**config.mk**
```make
export PLATFORM = sky130hd
export DESIGN_NAME = bf16_op_dispatch_flat
export DESIGN_NICKNAME = d
export VERILOG_FILES = /design/src/rtl/data_type_pkg.sv /design/src/rtl/op_intf.sv /design/src/rtl/bf16_resp_fifo.sv /design/src/rtl/bf16_op_dispatch.sv /design/src/flat_wrapper.sv
export SDC_FILE = /design/constraint.sdc
export NUM_CORES = 1
export LEC_CHECK = 0
export ABC_AREA = 1
export CORE_MARGIN = 10
export CORE_UTILIZATION = 45
export CTS_BUF_LIST = sky130_fd_sc_hd__clkbuf_8
export DETAILED_ROUTE_END_ITERATION = 10
export GPL_TIMING_DRIVEN = 0
export MAX_ROUTING_LAYER = met4
export PLACE_DENSITY = 0.79
export SKIP_LAST_GASP = 1
export SLEW_MARGIN = 20
export SYNTH_ARGS = -nofsm -noshare
export SYNTH_HDL_FRONTEND = slang
export SYNTH_SLANG_ARGS = --single-unit
export TNS_END_PERCENT = 100
```
**constraint.sdc**
```tcl
create_clock -name clk_i -period 2.2 [get_ports clk_i]
set_clock_uncertainty 0.05 [all_clocks]
set_input_delay 0.22 -clock clk_i [delete_from_list [all_inputs] [get_ports clk_i]]
set_output_delay 0.22 -clock clk_i [all_outputs]
set_load 0.02 [all_outputs]
```
**src/rtl/data_type_pkg.sv**
```systemverilog
// Shared types and constants for the bf16 arithmetic dispatch path.
package data_type_pkg;
  localparam int DATA_WIDTH = 16;
  localparam int MODE_WIDTH = 2;

  localparam logic [MODE_WIDTH-1:0] MODE_ADD = 2'd0;
  localparam logic [MODE_WIDTH-1:0] MODE_SUB = 2'd1;
  localparam logic [MODE_WIDTH-1:0] MODE_MUL = 2'd2;

  typedef struct packed {
    logic                  illegal;
    logic                  overflow;
    logic [DATA_WIDTH-1:0] data;
  } bf16_resp_t;

  typedef enum logic [1:0] {
    UNIT_NONE,
    UNIT_ADD,
    UNIT_MUL
  } unit_e;

  typedef struct packed {
    logic  valid;
    unit_e unit;
  } token_t;

  function automatic unit_e unit_of(input logic [MODE_WIDTH-1:0] op);
    case (op)
      MODE_ADD, MODE_SUB: return UNIT_ADD;
      MODE_MUL:           return UNIT_MUL;
      default:            return UNIT_NONE;
    endcase
  endfunction
endpackage

```
**src/rtl/op_intf.sv**
```systemverilog
// Operand/result port of a bf16 arithmetic unit.
interface op_intf #(
  parameter int EXP_WIDTH  = 8,
  parameter int FRAC_WIDTH = 7
);
  logic                  op1_sign;
  logic [EXP_WIDTH-1:0]  op1_exp;
  logic [FRAC_WIDTH-1:0] op1_frac;
  logic                  op2_sign;
  logic [EXP_WIDTH-1:0]  op2_exp;
  logic [FRAC_WIDTH-1:0] op2_frac;
  logic                  op3_sign;
  logic [EXP_WIDTH-1:0]  op3_exp;
  logic [FRAC_WIDTH-1:0] op3_frac;
  logic                  overflow;

  modport bus_side (
    output op1_sign, op1_exp, op1_frac,
    output op2_sign, op2_exp, op2_frac,
    input  op3_sign, op3_exp, op3_frac,
    input  overflow
  );

  modport unit_side (
    input  op1_sign, op1_exp, op1_frac,
    input  op2_sign, op2_exp, op2_frac,
    output op3_sign, op3_exp, op3_frac,
    output overflow
  );
endinterface

```
**src/rtl/bf16_resp_fifo.sv**
```systemverilog
// Synchronous FIFO, power-of-2 depth, registered count.
module bf16_resp_fifo #(
  parameter int WIDTH = 18,
  parameter int DEPTH = 4
) (
  input  logic                     clk,
  input  logic                     rst,
  input  logic                     push,
  input  logic [WIDTH-1:0]         wdata,
  input  logic                     pop,
  output logic [WIDTH-1:0]         rdata,
  output logic [$clog2(DEPTH):0]   count,
  output logic                     empty,
  output logic                     full
);
  localparam int AW = $clog2(DEPTH);
  localparam int CW = AW + 1;
  localparam logic [AW-1:0] MASK = AW'(DEPTH - 1);

  logic [WIDTH-1:0] mem [DEPTH];
  logic [AW-1:0]    wr_ptr, rd_ptr;
  logic             wr_en, rd_en;

  assign empty = count == '0;
  assign full  = count == CW'(DEPTH);
  assign wr_en = push && !full;
  assign rd_en = pop && !empty;
  assign rdata = mem[rd_ptr];

  always_ff @(posedge clk or posedge rst) begin
    if (rst) begin
      wr_ptr <= '0;
      rd_ptr <= '0;
      count  <= '0;
    end else begin
      if (wr_en) wr_ptr <= (wr_ptr + AW'(1)) & MASK;
      if (rd_en) rd_ptr <= (rd_ptr + AW'(1)) & MASK;
      count <= count + CW'(wr_en) - CW'(rd_en);
    end
  end

  always_ff @(posedge clk) begin
    if (wr_en) mem[wr_ptr] <= wdata;
  end
endmodule

```
**src/rtl/bf16_op_dispatch.sv**
```systemverilog
// Issues bf16 add/sub/mul requests to the arithmetic units and returns
// their results in request order through a credit-protected FIFO.
module bf16_op_dispatch
  import data_type_pkg::*;
#(
  parameter int EXP_WIDTH  = 8,
  parameter int FRAC_WIDTH = 7,
  parameter int UNIT_LAT   = 0,
  parameter int FIFO_DEPTH = 4
) (
  input  logic                  clk_i,
  input  logic                  rst_i,
  input  logic                  req_valid_i,
  output logic                  req_ready_o,
  input  logic [MODE_WIDTH-1:0] op_i,
  input  logic [DATA_WIDTH-1:0] in1_i,
  input  logic [DATA_WIDTH-1:0] in2_i,
  output logic                  resp_valid_o,
  input  logic                  resp_ready_i,
  output logic [DATA_WIDTH-1:0] out_o,
  output logic                  overflow_o,
  output logic                  illegal_o,
  output logic                  ovf_sticky_o,
  input  logic                  ovf_clr_i,
  output logic                  busy_o,
  op_intf.bus_side              add_intf,
  op_intf.bus_side              mul_intf
);
  localparam int CW   = $clog2(FIFO_DEPTH) + 1;
  localparam int EM   = DATA_WIDTH - 2;
  localparam int LAST = UNIT_LAT;

  token_t                tok [LAST+1];
  logic [MODE_WIDTH-1:0] iss_op;
  logic [DATA_WIDTH-1:0] iss_a, iss_b, op_b;
  logic                  accept, push, pop;
  logic                  empty, full;
  logic                  go_add, go_mul;
  logic [CW-1:0]         fcount, occ;
  bf16_resp_t            wr, rd;

  assign accept = req_valid_i && req_ready_o;
  assign pop    = resp_valid_o && resp_ready_i;
  assign push   = tok[LAST].valid && !full;
  assign go_add = tok[0].valid && tok[0].unit == UNIT_ADD;
  assign go_mul = tok[0].valid && tok[0].unit == UNIT_MUL;
  assign op_b   = iss_b ^ {iss_op == MODE_SUB, {(DATA_WIDTH-1){1'b0}}};

  always_ff @(posedge clk_i or posedge rst_i) begin
    if (rst_i) begin
      iss_op       <= '0;
      iss_a        <= '0;
      iss_b        <= '0;
      ovf_sticky_o <= 1'b0;
      for (int i = 0; i <= LAST; i++) tok[i] <= '0;
    end else begin
      if (accept) begin
        iss_op <= op_i;
        iss_a  <= in1_i;
        iss_b  <= in2_i;
      end
      tok[0] <= '{valid: accept, unit: unit_of(op_i)};
      for (int i = 1; i <= LAST; i++) tok[i] <= tok[i-1];
      // A same-cycle overflow write beats a clear request.
      if (push && wr.overflow) ovf_sticky_o <= 1'b1;
      else if (ovf_clr_i)      ovf_sticky_o <= 1'b0;
    end
  end

  always_comb begin
    add_intf.op1_sign = 1'b0;
    add_intf.op1_exp  = '0;
    add_intf.op1_frac = '0;
    add_intf.op2_sign = 1'b0;
    add_intf.op2_exp  = '0;
    add_intf.op2_frac = '0;
    mul_intf.op1_sign = 1'b0;
    mul_intf.op1_exp  = '0;
    mul_intf.op1_frac = '0;
    mul_intf.op2_sign = 1'b0;
    mul_intf.op2_exp  = '0;
    mul_intf.op2_frac = '0;
    unique case (1'b1)
      go_add: begin
        add_intf.op1_sign = iss_a[DATA_WIDTH-1];
        add_intf.op1_exp  = iss_a[EM -: EXP_WIDTH];
        add_intf.op1_frac = iss_a[FRAC_WIDTH-1:0];
        add_intf.op2_sign = op_b[DATA_WIDTH-1];
        add_intf.op2_exp  = op_b[EM -: EXP_WIDTH];
        add_intf.op2_frac = op_b[FRAC_WIDTH-1:0];
      end
      go_mul: begin
        mul_intf.op1_sign = iss_a[DATA_WIDTH-1];
        mul_intf.op1_exp  = iss_a[EM -: EXP_WIDTH];
        mul_intf.op1_frac = iss_a[FRAC_WIDTH-1:0];
        mul_intf.op2_sign = iss_b[DATA_WIDTH-1];
        mul_intf.op2_exp  = iss_b[EM -: EXP_WIDTH];
        mul_intf.op2_frac = iss_b[FRAC_WIDTH-1:0];
      end
      default: ;
    endcase
  end

  always_comb begin
    wr = '0;
    unique case (tok[LAST].unit)
      UNIT_ADD: begin
        wr.overflow = add_intf.overflow;
        wr.data = {add_intf.op3_sign, add_intf.op3_exp, add_intf.op3_frac};
      end
      UNIT_MUL: begin
        wr.overflow = mul_intf.overflow;
        wr.data = {mul_intf.op3_sign, mul_intf.op3_exp, mul_intf.op3_frac};
      end
      default: wr.illegal = 1'b1;
    endcase
  end

  // Every token in flight already owns a FIFO slot.
  always_comb begin
    occ = fcount;
    for (int i = 0; i <= LAST; i++) occ = occ + CW'(tok[i].valid);
  end

  assign req_ready_o = !rst_i && (occ < CW'(FIFO_DEPTH));
  assign busy_o      = occ != '0;

  bf16_resp_fifo #(
    .WIDTH ($bits(bf16_resp_t)),
    .DEPTH (FIFO_DEPTH)
  ) u_fifo (
    .clk   (clk_i),
    .rst   (rst_i),
    .push  (push),
    .wdata (wr),
    .pop   (pop),
    .rdata (rd),
    .count (fcount),
    .empty (empty),
    .full  (full)
  );

  assign resp_valid_o = !empty;
  assign out_o        = empty ? '0 : rd.data;
  assign overflow_o   = !empty && rd.overflow;
  assign illegal_o    = !empty && rd.illegal;
endmodule

```
**src/flat_wrapper.sv**
```systemverilog
// flat-port wrapper written by rule: the top's interface ports become plain ports
module bf16_op_dispatch_flat import data_type_pkg::*;
#(
  parameter int EXP_WIDTH  = 8,
  parameter int FRAC_WIDTH = 7,
  parameter int UNIT_LAT   = 0,
  parameter int FIFO_DEPTH = 4
)
  (clk_i, rst_i, req_valid_i, req_ready_o, op_i, in1_i, in2_i, resp_valid_o, resp_ready_i, out_o, overflow_o, illegal_o, ovf_sticky_o, ovf_clr_i, busy_o, add_intf_op1_sign, add_intf_op1_exp, add_intf_op1_frac, add_intf_op2_sign, add_intf_op2_exp, add_intf_op2_frac, add_intf_op3_sign, add_intf_op3_exp, add_intf_op3_frac, add_intf_overflow, mul_intf_op1_sign, mul_intf_op1_exp, mul_intf_op1_frac, mul_intf_op2_sign, mul_intf_op2_exp, mul_intf_op2_frac, mul_intf_op3_sign, mul_intf_op3_exp, mul_intf_op3_frac, mul_intf_overflow);
  op_intf #(.EXP_WIDTH(EXP_WIDTH), .FRAC_WIDTH(FRAC_WIDTH)) add_intf_i ();
  op_intf #(.EXP_WIDTH(EXP_WIDTH), .FRAC_WIDTH(FRAC_WIDTH)) mul_intf_i ();
  input  logic clk_i;
  input  logic rst_i;
  input  logic req_valid_i;
  output logic req_ready_o;
  input  logic [MODE_WIDTH-1:0] op_i;
  input  logic [DATA_WIDTH-1:0] in1_i;
  input  logic [DATA_WIDTH-1:0] in2_i;
  output logic resp_valid_o;
  input  logic resp_ready_i;
  output logic [DATA_WIDTH-1:0] out_o;
  output logic overflow_o;
  output logic illegal_o;
  output logic ovf_sticky_o;
  input  logic ovf_clr_i;
  output logic busy_o;
  output wire logic [$bits(add_intf_i.op1_sign)-1:0] add_intf_op1_sign;
  output wire logic [$bits(add_intf_i.op1_exp)-1:0] add_intf_op1_exp;
  output wire logic [$bits(add_intf_i.op1_frac)-1:0] add_intf_op1_frac;
  output wire logic [$bits(add_intf_i.op2_sign)-1:0] add_intf_op2_sign;
  output wire logic [$bits(add_intf_i.op2_exp)-1:0] add_intf_op2_exp;
  output wire logic [$bits(add_intf_i.op2_frac)-1:0] add_intf_op2_frac;
  input wire logic [$bits(add_intf_i.op3_sign)-1:0] add_intf_op3_sign;
  input wire logic [$bits(add_intf_i.op3_exp)-1:0] add_intf_op3_exp;
  input wire logic [$bits(add_intf_i.op3_frac)-1:0] add_intf_op3_frac;
  input wire logic [$bits(add_intf_i.overflow)-1:0] add_intf_overflow;
  output wire logic [$bits(mul_intf_i.op1_sign)-1:0] mul_intf_op1_sign;
  output wire logic [$bits(mul_intf_i.op1_exp)-1:0] mul_intf_op1_exp;
  output wire logic [$bits(mul_intf_i.op1_frac)-1:0] mul_intf_op1_frac;
  output wire logic [$bits(mul_intf_i.op2_sign)-1:0] mul_intf_op2_sign;
  output wire logic [$bits(mul_intf_i.op2_exp)-1:0] mul_intf_op2_exp;
  output wire logic [$bits(mul_intf_i.op2_frac)-1:0] mul_intf_op2_frac;
  input wire logic [$bits(mul_intf_i.op3_sign)-1:0] mul_intf_op3_sign;
  input wire logic [$bits(mul_intf_i.op3_exp)-1:0] mul_intf_op3_exp;
  input wire logic [$bits(mul_intf_i.op3_frac)-1:0] mul_intf_op3_frac;
  input wire logic [$bits(mul_intf_i.overflow)-1:0] mul_intf_overflow;
  assign add_intf_op1_sign = add_intf_i.op1_sign;
  assign add_intf_op1_exp = add_intf_i.op1_exp;
  assign add_intf_op1_frac = add_intf_i.op1_frac;
  assign add_intf_op2_sign = add_intf_i.op2_sign;
  assign add_intf_op2_exp = add_intf_i.op2_exp;
  assign add_intf_op2_frac = add_intf_i.op2_frac;
  assign add_intf_i.op3_sign = add_intf_op3_sign;
  assign add_intf_i.op3_exp = add_intf_op3_exp;
  assign add_intf_i.op3_frac = add_intf_op3_frac;
  assign add_intf_i.overflow = add_intf_overflow;
  assign mul_intf_op1_sign = mul_intf_i.op1_sign;
  assign mul_intf_op1_exp = mul_intf_i.op1_exp;
  assign mul_intf_op1_frac = mul_intf_i.op1_frac;
  assign mul_intf_op2_sign = mul_intf_i.op2_sign;
  assign mul_intf_op2_exp = mul_intf_i.op2_exp;
  assign mul_intf_op2_frac = mul_intf_i.op2_frac;
  assign mul_intf_i.op3_sign = mul_intf_op3_sign;
  assign mul_intf_i.op3_exp = mul_intf_op3_exp;
  assign mul_intf_i.op3_frac = mul_intf_op3_frac;
  assign mul_intf_i.overflow = mul_intf_overflow;
  bf16_op_dispatch #(.EXP_WIDTH(EXP_WIDTH), .FRAC_WIDTH(FRAC_WIDTH), .UNIT_LAT(UNIT_LAT), .FIFO_DEPTH(FIFO_DEPTH)) u_core (.clk_i(clk_i), .rst_i(rst_i), .req_valid_i(req_valid_i), .req_ready_o(req_ready_o), .op_i(op_i), .in1_i(in1_i), .in2_i(in2_i), .resp_valid_o(resp_valid_o), .resp_ready_i(resp_ready_i), .out_o(out_o), .overflow_o(overflow_o), .illegal_o(illegal_o), .ovf_sticky_o(ovf_sticky_o), .ovf_clr_i(ovf_clr_i), .busy_o(busy_o), .add_intf(add_intf_i), .mul_intf(mul_intf_i));
endmodule
```
# After elaboration in Yosys (flattened, before gate mapping)
# Memories as Yosys holds them, arrays and structs flattened.
# Index checks and enable logic that the tools add are counted.
[word_totals]
ramBits = 72
n_memories = 1
output_inout_bits = 86
regBits = 45
wordCells = 63
[classes]
muxes = 20
addsub = 5
n_eq_ne = 6
bitwise = 1
magnitude_cmp = 1
reduce_logical = 20
[mem_list]
columns = ["memory", "depth", "width", "read_ports", "rd_ports_with_merged_regs", "write_ports", "line_no", "source"]
rows = [
  ["u_core.u_fifo.mem", 4, 18, 1, 0, 1, "bf16_resp_fifo.sv:20", "logic [WIDTH-1:0] mem [DEPTH];"],
]
[ops]
columns = ["op", "n"]
rows = [
  ["$pmux 17 s2", 1],
  ["$mux 8", 4],
  ["$mux 7", 4],
  ["$mux 16", 1],
  ["$xor 16x16->16", 1],
  ["$logic_and 1x1->1", 11],
  ["$mux 1", 9],
  ["$add 3x1->3", 2],
  ["$eq 2x1->1 const B", 3],
  ["$add 2x1->2 const B", 2],
  ["$eq 2x2->1 const B", 2],
  ["$pmux 2 s2", 1],
  ["$reduce_or 2->1", 2],
  ["$eq 3x3->1 const B", 1],
  ["$logic_not 1->1", 3],
  ["$logic_not 3->1", 1],
  ["$lt 3x3->1 const B", 1],
  ["$reduce_bool 3->1", 1],
  ["$sub 3x1->3", 1],
  ["$logic_not 2->1", 1],
  ["$reduce_bool 2->1", 1],
]

# Depth between registers and ports, before layout
# Gate-level depths: netlist (run 1).
[logic_depth]
ltp_word = 6
depth_mapped = 10

# Hierarchy
# From an unflattened synthesis (run 1), not the netlist that was laid out.
[unflattened]
hier_cells = 669
area_unflattened_um2 = 5850.6
[modules_own_cells]
columns = ["mod", "cells_each", "area_each_um2", "n_inst"]
rows = [
  ["bf16_resp_fifo", 286, 3279.4, 1],
  ["bf16_op_dispatch", 383, 2571.2, 1],
]

# Worst setup path before layout (run 1)
# No wires, ideal clock.
[synth_path]
kind = "input port to flip-flop"
startpoint = "input port rst_i"
endpoint = "register u_core.iss_a[10]"
arrival_time_ns = 2.165
setup_ns = 0.075
setup_slack_ns = -0.091
path_stages = 4
n_path_buf = 1
cell_sequence = "inv_2 -> clkbuf_1 -> nand4_1 -> nand2_1"
[synth_via]
elab_chain_cells = 3
[synth_lines]
columns = ["item", "line_no", "source"]
rows = [
  ["start: declaration", "flat_wrapper.sv:13", "input logic rst_i;"],
  ["$logic_not 1->1 (no line)", "-", ""],
  ["$logic_and 1x1->1", "bf16_op_dispatch.sv:125", "assign req_ready_o = !rst_i && (occ < CW'(FIFO_DEPTH));"],
  ["$logic_and 1x1->1", "bf16_op_dispatch.sv:42", "assign accept = req_valid_i && req_ready_o;"],
  ["end signal: assignment", "bf16_op_dispatch.sv:59", "iss_a <= in1_i;"],
  ["end: declaration", "bf16_op_dispatch.sv:35", "logic [DATA_WIDTH-1:0] iss_a, iss_b, op_b;"],
]
# Every way passes these cells.
# A chain may end at the register's enable or synchronous reset.

# Worst setup path in the final report (run 1)
[layout_path]
startpoint = "register u_core.u_fifo.rd_ptr[0]"
endpoint = "output port out_o[4]"
[layout_via]
elab_chain_cells = 2
[layout_lines]
columns = ["item", "line_no", "source"]
rows = [
  ["start: declaration", "bf16_resp_fifo.sv:21", "logic [AW-1:0] wr_ptr, rd_ptr;"],
  ["start signal: assignment", "bf16_resp_fifo.sv:37", "if (rd_en) rd_ptr <= (rd_ptr + AW'(1)) & MASK;"],
  ["$mem_v2 4x18", "-", ""],
  ["$mux 16", "bf16_op_dispatch.sv:144", "assign out_o = empty ? '0 : rd.data;"],
  ["end: declaration", "flat_wrapper.sv:21", "output logic [DATA_WIDTH-1:0] out_o;"],
]
# Every way passes these cells.

==> results.toml, run 1 <==
[die]
rows = 41
num_io_pins = 159
dieArea_sq_um = 17700
fp.dieH_um = 133
initial_core_util_pct = 45.7
core_area_sq_um = 12600
die_width_um = 133

[power_and_ir_drop]
swShare_pct = 38.5
p_seq_share_pct = 35.3
switching_power_w = 0.00336
power.total_w = 0.00873
p_per_area_nw_per_um2 = 1120
power_frac_clock_pct = 25.7
p_comb_share_pct = 39.0
intPower_w = 0.00536
vdd_drop_max_mv = 0.503
leakagePower_nw = 3.86

[clocking]
clockBufferDepth = 2
htreeDepth = 4
ctsHoldBuffers = 0
clock_latency_ns = 0.42
cts_tree = "yes"
cts_sinks = 117
clkTransAtPathRegs_ns = 0.08
cts_root_buf = "clkbuf_8"
cts_buffers = 17

[synthesis]
yosysTopAreaCellShare_pct = 37.6
async_reset_ff_share_pct = 38.5
yosysSeqAreaShare_pct = 57.3
synth-edff-count = 72
ys_warn_count = 0
synth_commonest_cells = "199 x nand2_1, 123 x inv_1, 72 x edfxtp_1"
synth-seq-cells = 117
synth_area_leaders = "edfxtp_1 38%, dfrtp_1 20%, nand2_1 13%"
synth_flop_cell = "edfxtp_1"
yosysMostFrequentCell = "nand2_1"
syn_nets = 758
synth_area_sq_um = 5740
syn_area_per_cell_sq_um = 8.51
yosys.area.top_type = "edfxtp_1"
synth_cells = 675
yosysUniqueCellTypes = 22

[grt]
grt_pass1_vias = 5197
grt_pass1_wl_um = 26200
use_met2_pct = 29.7
gr-total-overflow = 0
met3_usage_pct = 7.65
grt_usage_pct = 19.2
busiest_layer = "met2"
antenna_found_initial = 1
met1_usage_pct = 22.6
grt_max_degree = 55

[setup_path]
critPathBufInv = 3
end_kind = "primary output"
cp_data_arrival_time_ns = 1.89
crit_top_cell = "clkbuf_4"
required_ns = 1.93
r2r_end = "u_core.u_fifo.count[2]"
worstPathCellList = "clkbuf_4, clkbuf_4, nand2_1, nand3_1, a21oi_1, dlygate4sd2_1"
slowest_delay_ns = 0.41
cp_slowest_cell = "dfrtp_1"
reg2reg_from = "u_core.u_fifo.count[1]"
worstPathMaxFanout = 10
crit_family = "buffers and inverters"
reg2reg_depth = 10
start_kind = "register"
worstSetupPathType = "register to primary output"
reg2reg_slack_ns = 0.18

[routing]
via_per_inst = 4.87
vias = 5080
drc = 0
wl_per_cell_um = 16.0
drt_iter0_drc = 373
drtAntennaViolNets = 0
wl_um = 16700
dr.pass1.iters = 5

[final_layout]
syn_to_final_growth_pct = 35.3
drive_above_1_share_pct = 18.5
nets = 940
finalNonFillerCells = 1043
utilization_pct = 61.8

[hold_path]
hp-class = "input pin to register"
holdPathEnd = "u_core.iss_a[7]"
min_from = "req_valid_i"
holdPathStages = 3

[timing]
finalMaxSlewViolations = 0
max_freq_mhz = 464
fin_crit_sh_pct = 98.0
relSlewSlack_pct = 53.5
fin_ws_ns = 0.0433
setup_violations = 0
worst_pin_slew_ns = 0.697
min_period_ns = 2.16
hold_violations = 0
rsz0062_at_grt = "yes"

[place]
dpl_worst_slack_ns = -0.233
hpwl_um = 12200
post-place-cells = 1008
place_congestion = 0.822
port_buffers = 157

[flow_run]
drv_cap = 0

[status]
outcome = "completed"
[worst max-delay path by stage]
stage                              endpoint                    start  cells past startpoint  slack (ns)
detailed placement      mul_intf_op2_exp[6]            u_core.tok[0]                      7       -0.23
finish                             out_o[4]  u_core.u_fifo.rd_ptr[0]                      6        0.04
floorplan           u_core.u_fifo.mem[0][0]   u_core.u_fifo.count[1]                      4        0.30
CTS                     mul_intf_op2_exp[6]            u_core.tok[0]                      7       -0.15
global placement    u_core.u_fifo.mem[1][7]   u_core.u_fifo.count[1]                      4       -0.38
global route                       out_o[4]  u_core.u_fifo.rd_ptr[0]                      6       -0.06
[area by class of cell]
type	instances	area, sq um
inverter	127	479
timing repair buffer	165	1270
clock inverter	14	210
clock buffer	18	248
multi-input combinational	395	1840
fill	1117	4800
buffer	34	223
antenna	1	2.50
tap	172	215
sequential	117	3290
[what timing repair did]
action | in CTS | in global routing
pin swaps | 0 | 1
cloned | 0 | 0
gates resized for setup | 242 | 94
endpoints found under the setup margin | 84 | 100
setup buffers | 2 | 2
[flip-flops by register name, summed over array words and instances (netlist names)]
signal                flops
u_core.iss_b             16
u_core.u_fifo.count       3
u_core.tok                3
u_core.u_fifo.mem        72
u_core.iss_op             2
u_core.ovf_sticky_o       1
u_core.iss_a             16
u_core.u_fifo.wr_ptr      2
u_core.u_fifo.rd_ptr      2
[power by group through the flow]
stage | clock network (W) | logic (W) | registers, W
after global placement | 0 | 0.00345 | 0.00311
after floorplan | 0 | 0.00216 | 0.00304
after CTS | 0.00227 | 0.00347 | 0.00308
final | 0.00224 | 0.00341 | 0.00308
after detailed placement | 0 | 0.00356 | 0.00311
after global routing | 0.00236 | 0.00379 | 0.00314
[per-stage QoR]
stage	TNS [ns]	cell area (sq um)	hold slack, ns
floorplan	0	5740	0.236
global placement	-32.01	7530	0.404
detailed placement	-6.25	7600	0.409
CTS	-0.181	8140	0.0744
global route	-0.0932	7770	0.0877
finish	0	7770	0.0964
[cell usage in the layout (no fill, tap or decap), types with 9 or more instances in the layout]
master           Yosys  final
nand4_1             34     34
a21oi_1             37     36
nor2_1              71     66
dfrtp_1             45     45
buf_2               20     63
nand2_1            199    195
inv_1              123    125
nand3_1             36     36
edfxtp_1            72     72
clkbuf_8             0     18
ha_1                 9      9
clkbuf_2             0     23
buf_4                0     13
clkdlybuf4s50_1      0     73
[logic make-up (layout without fill, tap and decap cells)]
logic type               count (synthesis)  after routing  share of synthesized area, %
XOR/XNOR                                 3              3                         0.458
flip-flops                             117            117                          57.3
buffers and inverters                  163            358                          11.5
AND/OR/NAND/NOR                        344            344                          25.2
other                                    0              1                             0
adder cells (fa/ha/maj)                 10             10                          2.31
AO/OA/AOI/OAI                           38             38                          3.31
[tightest hold or removal path: cells and delay by family]
family / cells / cell delay, ns
simple gates: 2 / 0.15
buf+inv: 1 / 0.16
[routing by layer]
metal  wire (um)  share of wire (%)
met5           0                  0
met2        7720                 46
met1        7080                 42
met3        1700                 10
met4         185                1.1
No activity file was read; power rests on OpenSTA's default activity.
==> inputs of run 2 (changes only) <==
--- a/config.mk
+++ b/config.mk
@@ -13,8 +13,8 @@
 export GPL_TIMING_DRIVEN = 0
 export MAX_ROUTING_LAYER = met4
 export PLACE_DENSITY = 0.79
+export SETUP_SLACK_MARGIN = 0.2
 export SKIP_LAST_GASP = 1
-export SLEW_MARGIN = 20
 export SYNTH_ARGS = -nofsm -noshare
 export SYNTH_HDL_FRONTEND = slang
 export SYNTH_SLANG_ARGS = --single-unit
==> results.toml, run 2 (synthesis results as in run 1) <==
[status]
outcome = "completed"

[clocking]
cts_root_buf = "clkbuf_8"
cts_buffers = 17
cts_sinks = 117
ctsHoldBuffers = 0
clockBufferDepth = 2
htreeDepth = 4
clkTransAtPathRegs_ns = 0.07
cts_tree = "yes"
clock_latency_ns = 0.44

[final_layout]
nets = 950
reg.largest.list = "u_core.u_fifo.mem x72, u_core.iss_a x16, u_core.iss_b x16"
syn_to_final_growth_pct = 42.1
largest_register = "u_core.u_fifo.mem"
final_common_cell = "nand2_1"
largest_reg_flops = 72
drive_above_1_share_pct = 23.2
layout_common_cells = "193 x nand2_1, 125 x inv_1, 72 x clkdlybuf4s50_1, 72 x edfxtp_1, 55 x buf_4"

[timing]
worst_pin_slew_ns = 0.601
min_period_ns = 1.95
fin_ws_ns = 0.250
fin_crit_sh_pct = 88.6
setup_violations = 0
setup_tns_ns = 0
hold_violations = 0
max_freq_mhz = 513
relSlewSlack_pct = 59.9
finalMaxSlewViolations = 0
rsz0062_at_grt = "yes"

[grt]
antenna_found_initial = 1
grt_max_degree = 55
grt_usage_pct = 19.3
grt_pass1_wl_um = 26400
grt_pass1_vias = 5332
gr-total-overflow = 0

[die]
num_io_pins = 159
initial_core_util_pct = 45.7
dieArea_sq_um = 17700
core_area_sq_um = 12600
rows = 41
fp.dieH_um = 133
die_width_um = 133

[routing]
dr.pass1.iters = 6
drt_iter0_drc = 457
drc = 0
vias = 5143
via_per_inst = 4.88
drtAntennaViolNets = 0
wl_um = 17400
wl_per_cell_um = 16.5

[setup_path]
worstPathMaxFanout = 10
start_kind = "register"
required_ns = 1.93
worstSetupPathType = "register to primary output"
cp_data_arrival_time_ns = 1.68
cp-startpoint = "u_core.u_fifo.rd_ptr[0]"
end_kind = "primary output"
reg2reg_from = "u_core.tok[0]"

[power_and_ir_drop]
vdd_drop_max_mv = 0.560
p_per_area_nw_per_um2 = 1110
leakagePower_nw = 3.97

[hold_path]
min_from = "req_valid_i"
hp-class = "input pin to register"

[place]
port_buffers = 157
dpl_worst_slack_ns = -0.248
place_congestion = 0.822
hpwl_um = 12100

[flow_run]
drv_cap = 0
-- run 2: changes by cell type in the layout (fill, tap and decap cells not counted), moves of 5 or more --
cell | previous run | this run
buf_2 | 63 | 38
buf_6 | 6 | 19
nor2_1 | 66 | 54
clkbuf_2 | 23 | 5
a21oi_2 | 1 | 6
buf_4 | 13 | 55
nor2_2 | 5 | 15
a21oi_1 | 36 | 31
-- run 2: cell type report --
cell class                      instances  area, sq um
Clock inverter                         13          166
Antenna cell                            1         2.50
Tap cell                              172          215
Sequential cell                       117         3290
Fill cell                            1050         4410
Multi-Input combinational cell        395         1930
Timing Repair Buffer                  173         1520
Clock buffer                           19          262
Buffer                                 36          299
Inverter                              127          483
-- run 2: metrics by stage --
step | cells | hold slack (ns) | instance area [sq um] | utilization, % | total power, W
floorplan | 675 | 0.236 | 5740 | - | 0.00520
global placement | 1004 | 0.404 | 7530 | 59.9 | 0.00656
detailed placement | 1008 | 0.410 | 7610 | 60.6 | 0.00669
CTS | 1046 | 0.0680 | 7830 | 62.3 | 0.00873
global route | 1053 | 0.0850 | 8160 | 64.9 | 0.00962
finish | 1053 | 0.0852 | 8160 | 64.9 | 0.00905
-- run 2: path summary, 6_finish.rpt --
check / endpoint / slack, ns / cells after the start
setup / recovery: out_o[6] / 0.25 / 6
hold / removal: u_core.iss_a[5] / 0.09 / 3
setup reg to reg: u_core.u_fifo.mem[3][11] / 0.30 / 5
hold reg to reg: u_core.iss_b[0] / 0.42 / 2
max in group asynchronous: u_core.u_fifo.rd_ptr[0] / 1.19 / 4
min in group asynchronous: u_core.iss_b[13] / 0.36 / 3
-- run 2: worst max-delay path: stages (launching register included) --
cell and delay (ns):
dfrtp_2 0.43, inv_4 0.09, clkbuf_4 0.22, nand2_1 0.08, nand3_1 0.09, a21oi_2 0.18
buf_4 0.16
-- run 2: what timing repair did --
action                                  4_1_cts  5_1_grt
setup buffers                                 6        4
cloned                                        0        1
pin swaps                                     1        5
endpoints found under the setup margin      127      126
gates resized for setup                     389       90
-- run 2: metal layers --
metal  global-route usage (%)  up-vias  part of all wire (%)
met5                        -        -                     0
met4                     6.05        0                   1.6
met3                     8.33       29                   9.2
met2                     29.9      229                    47
met1                     22.2     2386                    42
li1                         -     2499                     -
-- run 2: power by group --
part | internal (W) | switching (W)
combinational | 0.00147 | 0.00236
clock | 0.00127 | 0.000843
sequential | 0.00282 | 0.000289
total | 0.00556 | 0.00349
